<file path="src/rtl/viota_expander_if.sv">
// Mask-beat / result-beat stream bundle for the viota expander.
// The master side feeds mask beats and sinks result beats; the slave side is the expander.
interface viota_expander_if #(
    parameter int LANES = 8,
    parameter int CNT_W = 16
);
    logic                   mask_valid;
    logic                   mask_ready;
    logic [LANES-1:0]       mask;
    logic                   res_valid;
    logic                   res_ready;
    logic [LANES*CNT_W-1:0] res;
    logic [LANES-1:0]       res_en;
    logic                   res_last;

    modport master (
        output mask_valid, mask, res_ready,
        input  mask_ready, res_valid, res, res_en, res_last
    );

    modport slave (
        input  mask_valid, mask, res_ready,
        output mask_ready, res_valid, res, res_en, res_last
    );
endinterface

</file>
<file path="src/rtl/viota_expander.sv">
// Streaming mask-to-index expander: emits per-lane exclusive prefix counts of set mask
// bits, carrying the running count across beats of one operation.
//
// state | meaning
// IDLE  | waiting for start; total holds the previous result
// RUN   | accepting mask beats into the 1-deep result register
// DRAIN | last beat registered, waiting for its result handshake
// FIN   | one-cycle completion, done asserted
module viota_expander #(
    parameter int LANES = 8,
    parameter int CNT_W = 16
) (
    input  logic             clk,
    input  logic             rst_n,
    input  logic             start,
    input  logic [CNT_W-1:0] vl,
    viota_expander_if.slave  bus,
    output logic [CNT_W-1:0] total,
    output logic             done,
    output logic             busy
);
    localparam int PW = $clog2(LANES) + 1;
    // One extra bit so elem_idx + LANES cannot wrap when vl is near its maximum.
    localparam int EW = CNT_W + 1;

    typedef enum logic [1:0] {IDLE, RUN, DRAIN, FIN} state_t;

    state_t                 state, state_nx;
    logic [CNT_W-1:0]       vl_q;
    logic [CNT_W-1:0]       base;
    logic [EW-1:0]          elem_idx;
    logic                   accept;
    logic                   res_hs;
    logic                   beat_last;
    logic [LANES-1:0]       en_nx;
    logic [LANES-1:0]       m_nx;
    logic [LANES*CNT_W-1:0] res_nx;
    logic [PW-1:0]          pop;

    assign bus.mask_ready = (state == RUN) && (!bus.res_valid || bus.res_ready);
    assign accept         = bus.mask_valid && bus.mask_ready;
    assign res_hs         = bus.res_valid && bus.res_ready;
    assign beat_last      = (elem_idx + EW'(LANES)) >= EW'(vl_q);

    // Lane prefix sums; lanes at or beyond vl contribute nothing.
    always_comb begin
        en_nx  = '0;
        m_nx   = '0;
        res_nx = '0;
        pop    = '0;
        for (int j = 0; j < LANES; j++) begin
            en_nx[j]                 = (elem_idx + EW'(j)) < EW'(vl_q);
            m_nx[j]                  = bus.mask[j] && ((elem_idx + EW'(j)) < EW'(vl_q));
            res_nx[j*CNT_W +: CNT_W] = base + CNT_W'(pop);
            pop                      = pop + PW'(m_nx[j]);
        end
    end

    always_ff @(posedge clk or negedge rst_n) begin
        if (!rst_n) state <= IDLE;
        else        state <= state_nx;
    end

    always_comb begin
        state_nx = state;
        done     = 1'b0;
        busy     = 1'b1;
        case (state)
            IDLE: begin
                busy = 1'b0;
                if (start) state_nx = (vl == '0) ? FIN : RUN;
            end
            RUN: begin
                if (accept && beat_last) state_nx = DRAIN;
            end
            DRAIN: begin
                if (res_hs && bus.res_last) state_nx = FIN;
            end
            FIN: begin
                done     = 1'b1;
                state_nx = IDLE;
            end
            default: state_nx = IDLE;
        endcase
    end

    always_ff @(posedge clk or negedge rst_n) begin
        if (!rst_n) begin
            vl_q          <= '0;
            base          <= '0;
            elem_idx      <= '0;
            total         <= '0;
            bus.res       <= '0;
            bus.res_en    <= '0;
            bus.res_last  <= 1'b0;
            bus.res_valid <= 1'b0;
        end else begin
            if (state == IDLE && start) begin
                vl_q     <= vl;
                base     <= '0;
                elem_idx <= '0;
                if (vl == '0) total <= '0;
            end
            if (accept) begin
                bus.res      <= res_nx;
                bus.res_en   <= en_nx;
                bus.res_last <= beat_last;
                base         <= base + CNT_W'(pop);
                elem_idx     <= elem_idx + EW'(LANES);
            end
            // A same-cycle accept refills the register, so valid stays high.
            if (accept)      bus.res_valid <= 1'b1;
            else if (res_hs) bus.res_valid <= 1'b0;
            if (state == DRAIN && res_hs && bus.res_last) total <= base;
        end
    end
endmodule
</file>
<file path="src/flat_wrapper.sv">
// flat-port wrapper written by rule: the top's interface ports become plain ports
module viota_expander_flat 
#(
    parameter int LANES = 8,
    parameter int CNT_W = 16
)
  (clk, rst_n, start, vl, total, done, busy, bus_mask_valid, bus_mask, bus_res_ready, bus_mask_ready, bus_res_valid, bus_res, bus_res_en, bus_res_last);
  viota_expander_if #(.LANES(LANES), .CNT_W(CNT_W)) bus_i ();
  input  logic clk;
  input  logic rst_n;
  input  logic start;
  input  logic [CNT_W-1:0] vl;
  output logic [CNT_W-1:0] total;
  output logic done;
  output logic busy;
  input wire logic [$bits(bus_i.mask_valid)-1:0] bus_mask_valid;
  input wire logic [$bits(bus_i.mask)-1:0] bus_mask;
  input wire logic [$bits(bus_i.res_ready)-1:0] bus_res_ready;
  output wire logic [$bits(bus_i.mask_ready)-1:0] bus_mask_ready;
  output wire logic [$bits(bus_i.res_valid)-1:0] bus_res_valid;
  output wire logic [$bits(bus_i.res)-1:0] bus_res;
  output wire logic [$bits(bus_i.res_en)-1:0] bus_res_en;
  output wire logic [$bits(bus_i.res_last)-1:0] bus_res_last;
  assign bus_i.mask_valid = bus_mask_valid;
  assign bus_i.mask = bus_mask;
  assign bus_i.res_ready = bus_res_ready;
  assign bus_mask_ready = bus_i.mask_ready;
  assign bus_res_valid = bus_i.res_valid;
  assign bus_res = bus_i.res;
  assign bus_res_en = bus_i.res_en;
  assign bus_res_last = bus_i.res_last;
  viota_expander #(.LANES(LANES), .CNT_W(CNT_W)) u_core (.clk(clk), .rst_n(rst_n), .start(start), .vl(vl), .bus(bus_i), .total(total), .done(done), .busy(busy));
endmodule
</file>
<file path="config.mk">
export PLATFORM = sky130hd
export DESIGN_NAME = viota_expander_flat
export DESIGN_NICKNAME = d
export VERILOG_FILES = /design/src/rtl/viota_expander_if.sv /design/src/rtl/viota_expander.sv /design/src/flat_wrapper.sv
export SDC_FILE = /design/constraint.sdc
export NUM_CORES = 1
export LEC_CHECK = 0
export CAP_MARGIN = 15
export CORE_ASPECT_RATIO = 1.4
export CORE_UTILIZATION = 50
export DETAILED_ROUTE_END_ITERATION = 10
export PLACE_DENSITY = 0.78
export RECOVER_POWER = 25
export SETUP_SLACK_MARGIN = 0.1
export SLEW_MARGIN = 20
export SYNTH_ARGS = -nofsm -noshare
export SYNTH_HDL_FRONTEND = slang
export SYNTH_SLANG_ARGS = --single-unit
</file>
<file path="constraint.sdc">
create_clock -name clk -period 5.5 [get_ports clk]
set_input_delay 1.375 -clock clk [delete_from_list [all_inputs] [get_ports clk]]
set_output_delay 1.375 -clock clk [all_outputs]
set_load 0.02 [all_outputs]
</file>
==> impl_metrics.toml, run 1 <==
[yosys]
synth_cell_types = 52
postSynthCellCount = 1310
syn_area_mm2 = 0.0119
yosysWarnings = 0
syn_avg_cell_area_um2 = 9.05
synth_flop_cell = "dfrtp_1"
synthArstFlopShare_pct = 100
syn-num-nets = 1447
seq_area_frac_synth_pct = 42.6
synth-seq-cells = 202
synth-edff-count = 0

[run_status]
violations = "max-capacitance violations, max-slew violations, negative setup slack"
outcome = "finished with violations"

[timing]
slew-limit-headroom_pct = -80.3
hold_viol = 0
min_period_ns = 5.64
fmax_ghz = 0.177
setup_ws_ns = -0.139
rsz0062_at_grt = "true"
fin_crit_sh_pct = 103
setup_violations = 18
fin_worst_skew_ns = 0.0136
whs_ns = 0.477
tightestPinTransition_ns = 2.70
finalMaxSlewViolations = 113

[pwr]
p_leak_uw = 0.00687
internal_power_uw = 3980
power_frac_seq_pct = 30.2
swShare_pct = 39.2
power.share.clock_pct = 21.5
p_total_uw = 6540
combPwrFrac_pct = 48.3
switchingPower_uw = 2560
irDropWorstVdd_uv = 295
power_density_mw_per_mm2 = 418

[floorplanning]
core_mm2 = 0.0233
io-pin-count = 186
num_rows = 66
die_w_um = 132
initial_core_util_pct = 50.9
die_h_um = 184
die_area_mm2 = 0.0244

[finish]
area_growth_pct = 32.0
finalNetCount = 1670
drive_above_1_share_pct = 15.3
antenna_cells = 0
fill_cells = 1830
stdcell_area_mm2 = 0.0157

[drt]
vias = 10400
wire_per_inst_um = 18.9
antenna_left = 0
viasPerCell = 5.62
drt-total-wl_um = 35100
drc = 0
firstDrtPassIters = 5
drt_iter0_markers = 676

[placement]
dp_hpwl_um = 25300
placed_area_mm2 = 0.0145
gp_congestion = 0.908
io_buffer_count = 185

[clock_network]
path_clk_slew_ns = 0.06
cts_sinks = 202
clk_path_buf_depth = 3
worst_skew_pair.late_latency_ns = 0.51
clockRootBuffer = "clkbuf_16"
htreeDepth = 1
hold_buffers = 0
cts_tree = "yes"
cts_buffers = 21

[worst_setup_path]
critPathMaxFanout = 6
cp-start-kind = "flop"
cp-end-kind = "flop"
critPathKind = "flop to flop"
crit_arrival_ns = 6.00
required_ns = 5.87

[global_route]
grt_max_degree = 113
grt_use_total_pct = 28.2
grt_pass1_vias = 10300
grt_pass1_wl_um = 53900
antenna_found_initial = 0
gr-total-overflow = 0

[worst_hold_path]
min_path_type = "flop to flop"

[run]
maxCapViolCount = 1
[sequential cells by signal (all words and copies together), names as in the netlist]
name                  cells
u_core.bus.res          128
u_core.bus.res_en         8
u_core.base              16
u_core.bus.res_valid      1
u_core.elem_idx          14
u_core.total             16
u_core.vl_q              16
u_core.state              2
u_core.bus.res_last       1
[through the flow]
step,setup slack [ns],setup TNS [ns],util [%],cells
after floorplan,0.0859,0,-,1310
after global placement,-0.217,-2.88,62.3,1797
after detailed placement,-0.312,-5.16,62.3,1797
after CTS,0.0130,0,66.2,1844
after global routing,-0.355,-6.71,67.2,1852
final,-0.139,-1.49,67.2,1852
[cells in the mapped netlist, drive strengths merged (6+ instances only)]
cell | number | area (µm²)
buf | 36 | 178
ha | 99 | 1240
a21oi | 62 | 314
o21ai | 143 | 719
nor3 | 10 | 50.1
o31ai | 12 | 90.1
dfrtp | 202 | 5050
and3 | 9 | 56.3
and2 | 9 | 56.3
xnor2 | 81 | 709
a21o | 21 | 158
fa | 9 | 180
nor2b | 7 | 43.8
inv | 39 | 146
a22o | 18 | 158
mux2 | 19 | 214
xor2 | 39 | 342
clkbuf | 54 | 203
a31oi | 6 | 37.5
nand2 | 238 | 896
nand3 | 30 | 155
nor2 | 103 | 387
nor4 | 7 | 43.8
nand4 | 14 | 93.8
[path summary, 6_finish.rpt]
path	startpoint	to	slack, ns	cells after the start
worst max register to register	u_core.elem_idx[3]	u_core.bus.res[123]	-0.14	24
worst min register to register	u_core.bus.res[31]	u_core.bus.res[31]	0.48	2
min in group asynchronous	rst_n	u_core.bus.res[47]	1.73	1
max in group asynchronous	rst_n	u_core.elem_idx[6]	1.08	2
worst min-delay path	u_core.bus.res[31]	u_core.bus.res[31]	0.48	2
worst max-delay path	u_core.elem_idx[3]	u_core.bus.res[123]	-0.14	24
[power by group through the flow]
stage               logic [µW]  clock network [µW]  registers (µW)
floorplan                 1410                   0            2160
global placement          2740                   0            1980
detailed placement        2810                   0            1990
CTS                       2970                1420            1970
global route              3400                1490            2000
finish                    3160                1410            1970
[what timing repair did]
item                       in CTS  in global routing
setup buffers                  11                 10
pin swaps                      30                 24
resized for setup              40                 57
setup endpoints to repair      29                 38
[cell families after synthesis]
group / Yosys count / synth area share, %
adder cells (fa/ha/maj): 108 / 12.0
XOR/XNOR: 120 / 8.86
AO/OA/AOI/OAI: 286 / 14.1
buffers and inverters: 129 / 4.44
AND/OR/NAND/NOR: 444 / 16.0
multiplexers: 21 / 1.97
flip-flops: 202 / 42.6
[worst max-delay path: stages (launching register included)]
cell and delay, ns:
dfrtp_1 0.39, buf_6 0.14, ha_4 0.26, buf_6 0.09, nand3_2 0.08, or4b_4 0.56, o21a_1 0.20, nor2_2 0.12
nor3b_2 0.07, fa_1 0.48, ha_2 0.20, fa_2 0.56, ha_4 0.17, xor2_4 0.25, xor2_4 0.27, nand3_2 0.18
xnor2_4 0.18, buf_4 0.14, ha_1 0.32, nor2b_2 0.18, o21ai_1 0.17, buf_4 0.18, nor2_1 0.06, xnor2_1 0.16
o21ai_0 0.09
[layout make-up]
class | count | area [µm²] | area share (%)
multi-input cells | 979 | 6730 | 43.0
clock buffers | 30 | 609 | 3.89
well taps | 306 | 383 | 2.45
clock inverters | 6 | 61.3 | 0.392
repair buffers | 290 | 2670 | 17.0
inverters | 39 | 146 | 0.935
flip-flops and latches | 202 | 5060 | 32.3
[layer usage]
metal  wire length, µm  track usage, %  share of wire (%)
met3              1610            3.00                4.6
met1             12200            29.7                 35
met2             18500            52.8                 53
met5                 0               0                  0
met4              2710            19.6                7.7
[cell usage in the layout, fill, tap and decap left out, types with 7 or more instances in the layout]
cell type / n
nand2_1: 233
dfrtp_1: 201
clkdlybuf4s50_1: 184
o21ai_0: 101
buf_4: 96
nor2_1: 95
ha_1: 82
xnor2_1: 76
a21oi_1: 53
o21ai_1: 37
xor2_1: 35
inv_1: 34
nand3_1: 25
a21o_1: 21
clkbuf_16: 21
mux2_2: 19
a22o_1: 18
nand4_1: 13
ha_4: 13
o31ai_1: 11
nor3_1: 10
a21oi_2: 9
and2_1: 8
and3_1: 8
buf_6: 8
fa_1: 7
No activity file was read; power rests on OpenSTA's default activity.
==> run 2, diff against run 1 <==
--- a/config.mk
+++ b/config.mk
@@ -7,9 +7,10 @@
 export LEC_CHECK = 0
 export CAP_MARGIN = 15
 export CORE_ASPECT_RATIO = 1.4
-export CORE_UTILIZATION = 50
+export CORE_UTILIZATION = 55
+export CTS_CLUSTER_DIAMETER = 50
 export DETAILED_ROUTE_END_ITERATION = 10
-export PLACE_DENSITY = 0.78
+export PLACE_DENSITY = 0.81
 export RECOVER_POWER = 25
 export SETUP_SLACK_MARGIN = 0.1
 export SLEW_MARGIN = 20
==> constraint.sdc (replaced) <==
create_clock -name clk -period 7.2 [get_ports clk]
set_input_delay 1.8 -clock clk [delete_from_list [all_inputs] [get_ports clk]]
set_output_delay 1.8 -clock clk [all_outputs]
set_load 0.02 [all_outputs]
==> run 2 against run 1 <==
Compared with the run above: the run ends with max-capacitance violations, max-slew violations left; cell area decreased by 7.2%; critical path type unchanged; total power fell by 30%; non-clock buffer count decreased by 94; routed wire length fell by 10%; critical endpoint is now u_core.base[11]; combinational power fell by 42%; clock skew grew 0.0078 ns; sequential cell count is the same; fmax decreased by 16%; register-to-register slack improved by 0.63 ns; via count fell by 4.8%; sequential share of layout area grew 2.5 points; final cell count is 7.5% lower.
==> impl_metrics.toml, run 2 (synthesized netlist as in run 1, its figures left out) <==
[finish]
multi_input_area_mm2 = 0.00629
layout_commonest_cell = "nand2_1"
regMostFlops = "u_core.bus.res"
fill_cells = 1675
area_growth_pct = 22.5
antenna_cells = 0
finalNetCount = 1576
seq_area_mm2 = 0.00505
largest_register_ffs = 128
final_cell_mix = "nand2_1 (236), dfrtp_1 (202), clkdlybuf4s50_1 (184)"
drive_above_1_share_pct = 5.44

[timing]
tightestPinTransition_ns = 2.10
hold_viol = 0
whs_ns = 0.480
rsz0062_at_grt = "false"
fin_crit_sh_pct = 93.2
finalMaxSlewViolations = 207
fmax_ghz = 0.149
slew-limit-headroom_pct = -40.0
finalSetupTns_ns = 0
min_period_ns = 6.71
fin_worst_skew_ns = 0.0214
setup_violations = 0

[worst_setup_path]
rr_startpoint = "u_core.elem_idx[3]"
r2r_setup_slack_ns = 0.49
critPathKind = "flop to flop"
cp-endpoint = "u_core.base[11]"
critPathLaunch = "u_core.elem_idx[3]"
required_ns = 7.53
critPathMaxFanout = 8
crit_arrival_ns = 7.04
cp-end-kind = "flop"
cp-start-kind = "flop"
r2r_end = "u_core.base[11]"
rr_worst_depth = 25

[global_route]
grt_pass1_wl_um = 50800
grt_max_degree = 88
grt_use_total_pct = 28.9
grt_pass1_vias = 9717
antenna_found_initial = 0
gr-total-overflow = 0

[pwr]
internal_power_uw = 2870
power_density_mw_per_mm2 = 317
irDropWorstVdd_uv = 239
switchingPower_uw = 1730
power_frac_seq_pct = 33.4
combPwrFrac_pct = 39.7
p_leak_uw = 0.00641
power.share.clock_pct = 26.9
p_total_uw = 4600
swShare_pct = 37.7

[drt]
drt-total-wl_um = 31500
firstDrtPassIters = 5
drt_iter0_markers = 595
viasPerCell = 5.78
wire_per_inst_um = 18.4
vias = 9901
drc = 0
antenna_left = 0

[floorplanning]
die_area_mm2 = 0.0222
die_h_um = 176
num_rows = 63
initial_core_util_pct = 56.1
die_w_um = 126
core_mm2 = 0.0211
io-pin-count = 186

[run_status]
outcome = "finished with violations"
violations = "max-capacitance violations, max-slew violations"

[clock_network]
cts_setup_buffers = 0
path_clk_slew_ns = 0.06
htreeDepth = 1
cts_tree = "yes"
hold_buffers = 0
cts_buffers = 21
worst_skew_pair.late_latency_ns = 0.50
clockRootBuffer = "clkbuf_16"
clk_path_buf_depth = 3
cts_sinks = 202
cts_resized = 0

[placement]
dp_hpwl_um = 23300
io_buffer_count = 185
gp_congestion = 0.876

[run]
maxCapViolCount = 3

[worst_hold_path]
min_path_type = "flop to flop"
run 2: per-stage QoR:
| stage | area [µm²] | setup WS [ns] | std cells | util, % |
|---|---|---|---|---|
| final | 14500 | 0.487 | 1713 | 68.8 |
| after global placement | 13800 | 0.284 | 1676 | 65.1 |
| after floorplan | 11900 | 1.10 | 1310 | - |
| after CTS | 14500 | 0.480 | 1713 | 68.9 |
| after global routing | 14500 | 0.108 | 1713 | 68.8 |
| after detailed placement | 13800 | 0.181 | 1676 | 65.1 |
run 2: cell type report:
type | instances | share of cell area [%]
multi-input cells | 979 | 43.3
flip-flops and latches | 202 | 34.8
repair buffers | 196 | 13.2
clock buffers | 25 | 3.93
well taps | 260 | 2.24
clock inverters | 12 | 1.54
inverters | 39 | 1.01
run 2: power groups by stage:
stage	Clock, µW	Sequential (µW)	Combinational, µW
after floorplan	0	1650	1040
after global placement	0	1550	1790
after detailed placement	0	1560	1820
after CTS	1250	1540	1840
after global routing	1300	1570	2010
final	1240	1540	1830
run 2: worst min-delay path by stage:
stage	start	to	depth (start not counted)
2_1_floorplan	u_core.vl_q[10]	u_core.vl_q[10]	1
3_3_place_gp	u_core.bus.res[17]	u_core.bus.res[17]	2
3_5_place_dp	u_core.bus.res[17]	u_core.bus.res[17]	2
4_1_cts	u_core.bus.res[117]	u_core.bus.res[117]	2
5_1_grt	u_core.bus.res[107]	u_core.bus.res[107]	2
6_report	u_core.bus.res[117]	u_core.bus.res[117]	2
run 2: critical path: stages, from the launching register on:
cell and delay (ns):
dfrtp_1 0.50, inv_1 0.08, ha_1 0.30, nor4_1 0.05, o211ai_1 0.17, a21oi_1 0.10, o31a_1 0.29, a2111oi_2 0.34
o31ai_1 0.11, buf_4 0.16, nor2_1 0.22, fa_1 0.47, ha_1 0.22, fa_1 0.52, ha_1 0.39, ha_1 0.39
ha_1 0.39, ha_1 0.34, ha_1 0.28, a21o_1 0.19, a21o_1 0.20, a21oi_1 0.19, nand2b_1 0.24, nor2_1 0.12
a31oi_1 0.22, a31oi_1 0.06
run 2: routing by layer:
layer  track usage [%]  up-vias  share of wire [%]
li1                  -     4704                  -
met1              32.6     4799                 38
met2              54.1      305                 54
met3              2.92       93                3.8
met4              13.8        0                4.6
met5                 0        -                  0
==> run 3, diff against run 2 <==
--- a/config.mk
+++ b/config.mk
@@ -9,6 +9,7 @@
 export CORE_ASPECT_RATIO = 1.4
 export CORE_UTILIZATION = 55
 export CTS_CLUSTER_DIAMETER = 50
+export CTS_CLUSTER_SIZE = 40
 export DETAILED_ROUTE_END_ITERATION = 10
 export PLACE_DENSITY = 0.81
 export RECOVER_POWER = 25
==> run 3 against run 2 <==
Compared with the run above: the run still ends with max-capacitance violations, max-slew violations left; final cell count decreased by 0.47%; total power decreased by 4.6%; sequential cell count unchanged; critical endpoint unchanged; highest routed layer unchanged; non-clock buffer count unchanged; register-to-register slack improved by 0.04 ns; sequential share of layout area increased by 0.44 points.
==> impl_metrics.toml, run 3 (synthesized netlist as in run 1, its figures left out) <==
[run_status]
outcome = "finished with violations"
violations = "max-capacitance violations, max-slew violations"

[timing]
finalSetupTns_ns = 0
fin_crit_sh_pct = 92.7
finalMaxSlewViolations = 207
tightestPinTransition_ns = 2.12
hold_viol = 0
fin_worst_skew_ns = 0.0215
setup_violations = 0
slew-limit-headroom_pct = -41.4
min_period_ns = 6.67
fmax_ghz = 0.150
rsz0062_at_grt = "false"

[global_route]
antenna_found_initial = 0
grt_use_total_pct = 28.7
grt_max_degree = 88
grt_pass1_wl_um = 50300
grt_pass1_vias = 9685
gr-total-overflow = 0

[finish]
finalNetCount = 1572
largest_register_ffs = 128
fill_cells = 1715
postLayoutCoreUtil_pct = 68.0
drive_above_1_share_pct = 5.05
antenna_cells = 0
area_growth_pct = 21.1
final_cell_mix = "nand2_1 (236), dfrtp_1 (201), clkdlybuf4s50_1 (184)"
regMostFlops = "u_core.bus.res"
layout_commonest_cell = "nand2_1"

[clock_network]
worst_skew_pair.late_latency_ns = 0.49
clockRootBuffer = "clkbuf_16"
cts_buffers = 17
htreeDepth = 1
cts_tree = "yes"
path_clk_slew_ns = 0.09
hold_buffers = 0
clk_path_buf_depth = 3
cts_sinks = 202
cts_resized = 0
cts_setup_buffers = 0

[drt]
viasPerCell = 5.76
wire_per_inst_um = 18.4
firstDrtPassIters = 8
drc = 0
drt-total-wl_um = 31300
antenna_left = 0
vias = 9822
drt_iter0_markers = 708

[floorplanning]
num_rows = 63
core_mm2 = 0.0211
die_area_mm2 = 0.0222
initial_core_util_pct = 56.1
io-pin-count = 186
die_h_um = 176
die_w_um = 126

[worst_setup_path]
critPathMaxFanout = 10
rr_worst_depth = 23
r2r_end = "u_core.base[11]"
cp-start-kind = "flop"
required_ns = 7.54
rr_startpoint = "u_core.elem_idx[5]"
crit_arrival_ns = 7.01
critPathKind = "flop to flop"
cp-end-kind = "flop"
r2r_setup_slack_ns = 0.53

[pwr]
irDropWorstVdd_uv = 286
p_leak_uw = 0.00631
power_density_mw_per_mm2 = 306

[placement]
dp_hpwl_um = 23300
gp_congestion = 0.876
io_buffer_count = 185

[worst_hold_path]
min_path_type = "flop to flop"
holdPathEnd = "u_core.bus.res[81]"
hp-start = "u_core.bus.res[81]"
min_path_cells = 2

[run]
maxCapViolCount = 3
run 3: cell count changes in the layout (fill, tap and decap cells not counted), moves of 2 or more:
cell | previous run | this run
clkbuf_16 | 21 | 17
clkbuf_8 | 3 | 1
bufinv_16 | 6 | 2
clkinv_2 | 4 | 0
inv_6 | 0 | 2
inv_12 | 0 | 2
run 3: where the power goes:
part	internal, µW	switching [µW]
clock network	545	478
logic	748	1080
registers	1340	203
total	2630	1760
run 3: worst max-delay path by stage:
stage	from	to	slack, ns	depth (start not counted)
global route	u_core.elem_idx[3]	u_core.base[11]	0.15	23
global placement	bus_mask[2]	u_core.base[11]	0.28	17
floorplan	bus_mask[2]	u_core.base[7]	1.10	15
finish	u_core.elem_idx[5]	u_core.base[11]	0.53	23
detailed placement	bus_mask[2]	u_core.base[11]	0.18	17
CTS	u_core.elem_idx[3]	u_core.base[11]	0.47	25
run 3: area by class of cell:
class	instances	area, µm²	share of cell area [%]
flip-flops and latches	202	5060	35.2
multi-input cells	979	6290	43.8
clock buffers	18	439	3.06
inverters	39	146	1.02
repair buffers	196	1920	13.4
well taps	260	325	2.27
clock inverters	11	178	1.24
run 3: through the flow:
| stage | power (µW) | worst slack [ns] | instances | cell area (µm²) | hold WS [ns] |
|---|---|---|---|---|---|
| after CTS | 4410 | 0.473 | 1705 | 14400 | 0.486 |
| after floorplan | 2690 | 1.10 | 1310 | 11900 | 0.479 |
| final | 4390 | 0.528 | 1705 | 14400 | 0.484 |
| after global routing | 4670 | 0.151 | 1705 | 14400 | 0.507 |
| after global placement | 3340 | 0.284 | 1676 | 13800 | 0.462 |
| after detailed placement | 3380 | 0.181 | 1676 | 13800 | 0.466 |
run 3: layer usage:
metal | vias up | track usage (%) | share of wire (%)
li1 | 4688 | - | -
met1 | 4732 | 32.0 | 37
met2 | 303 | 53.6 | 53
met3 | 99 | 3.53 | 4.4
met4 | 0 | 14.0 | 5.0
met5 | - | 0 | 0
run 3: worst max-delay path, stage by stage, from the launching register on:
cell and delay (ns):
dfrtp_1 0.53, ha_1 0.37, a21oi_1 0.15, a21oi_1 0.09, o31a_1 0.29, a2111oi_2 0.34
o31ai_1 0.11, buf_4 0.16, nor2_1 0.22, fa_1 0.47, ha_1 0.22, fa_1 0.53
ha_1 0.39, ha_1 0.39, ha_1 0.39, ha_1 0.34, ha_1 0.28, a21o_1 0.19
a21o_1 0.20, a21oi_1 0.20, nand2b_1 0.24, nor2_1 0.12, a31oi_1 0.22, a31oi_1 0.06
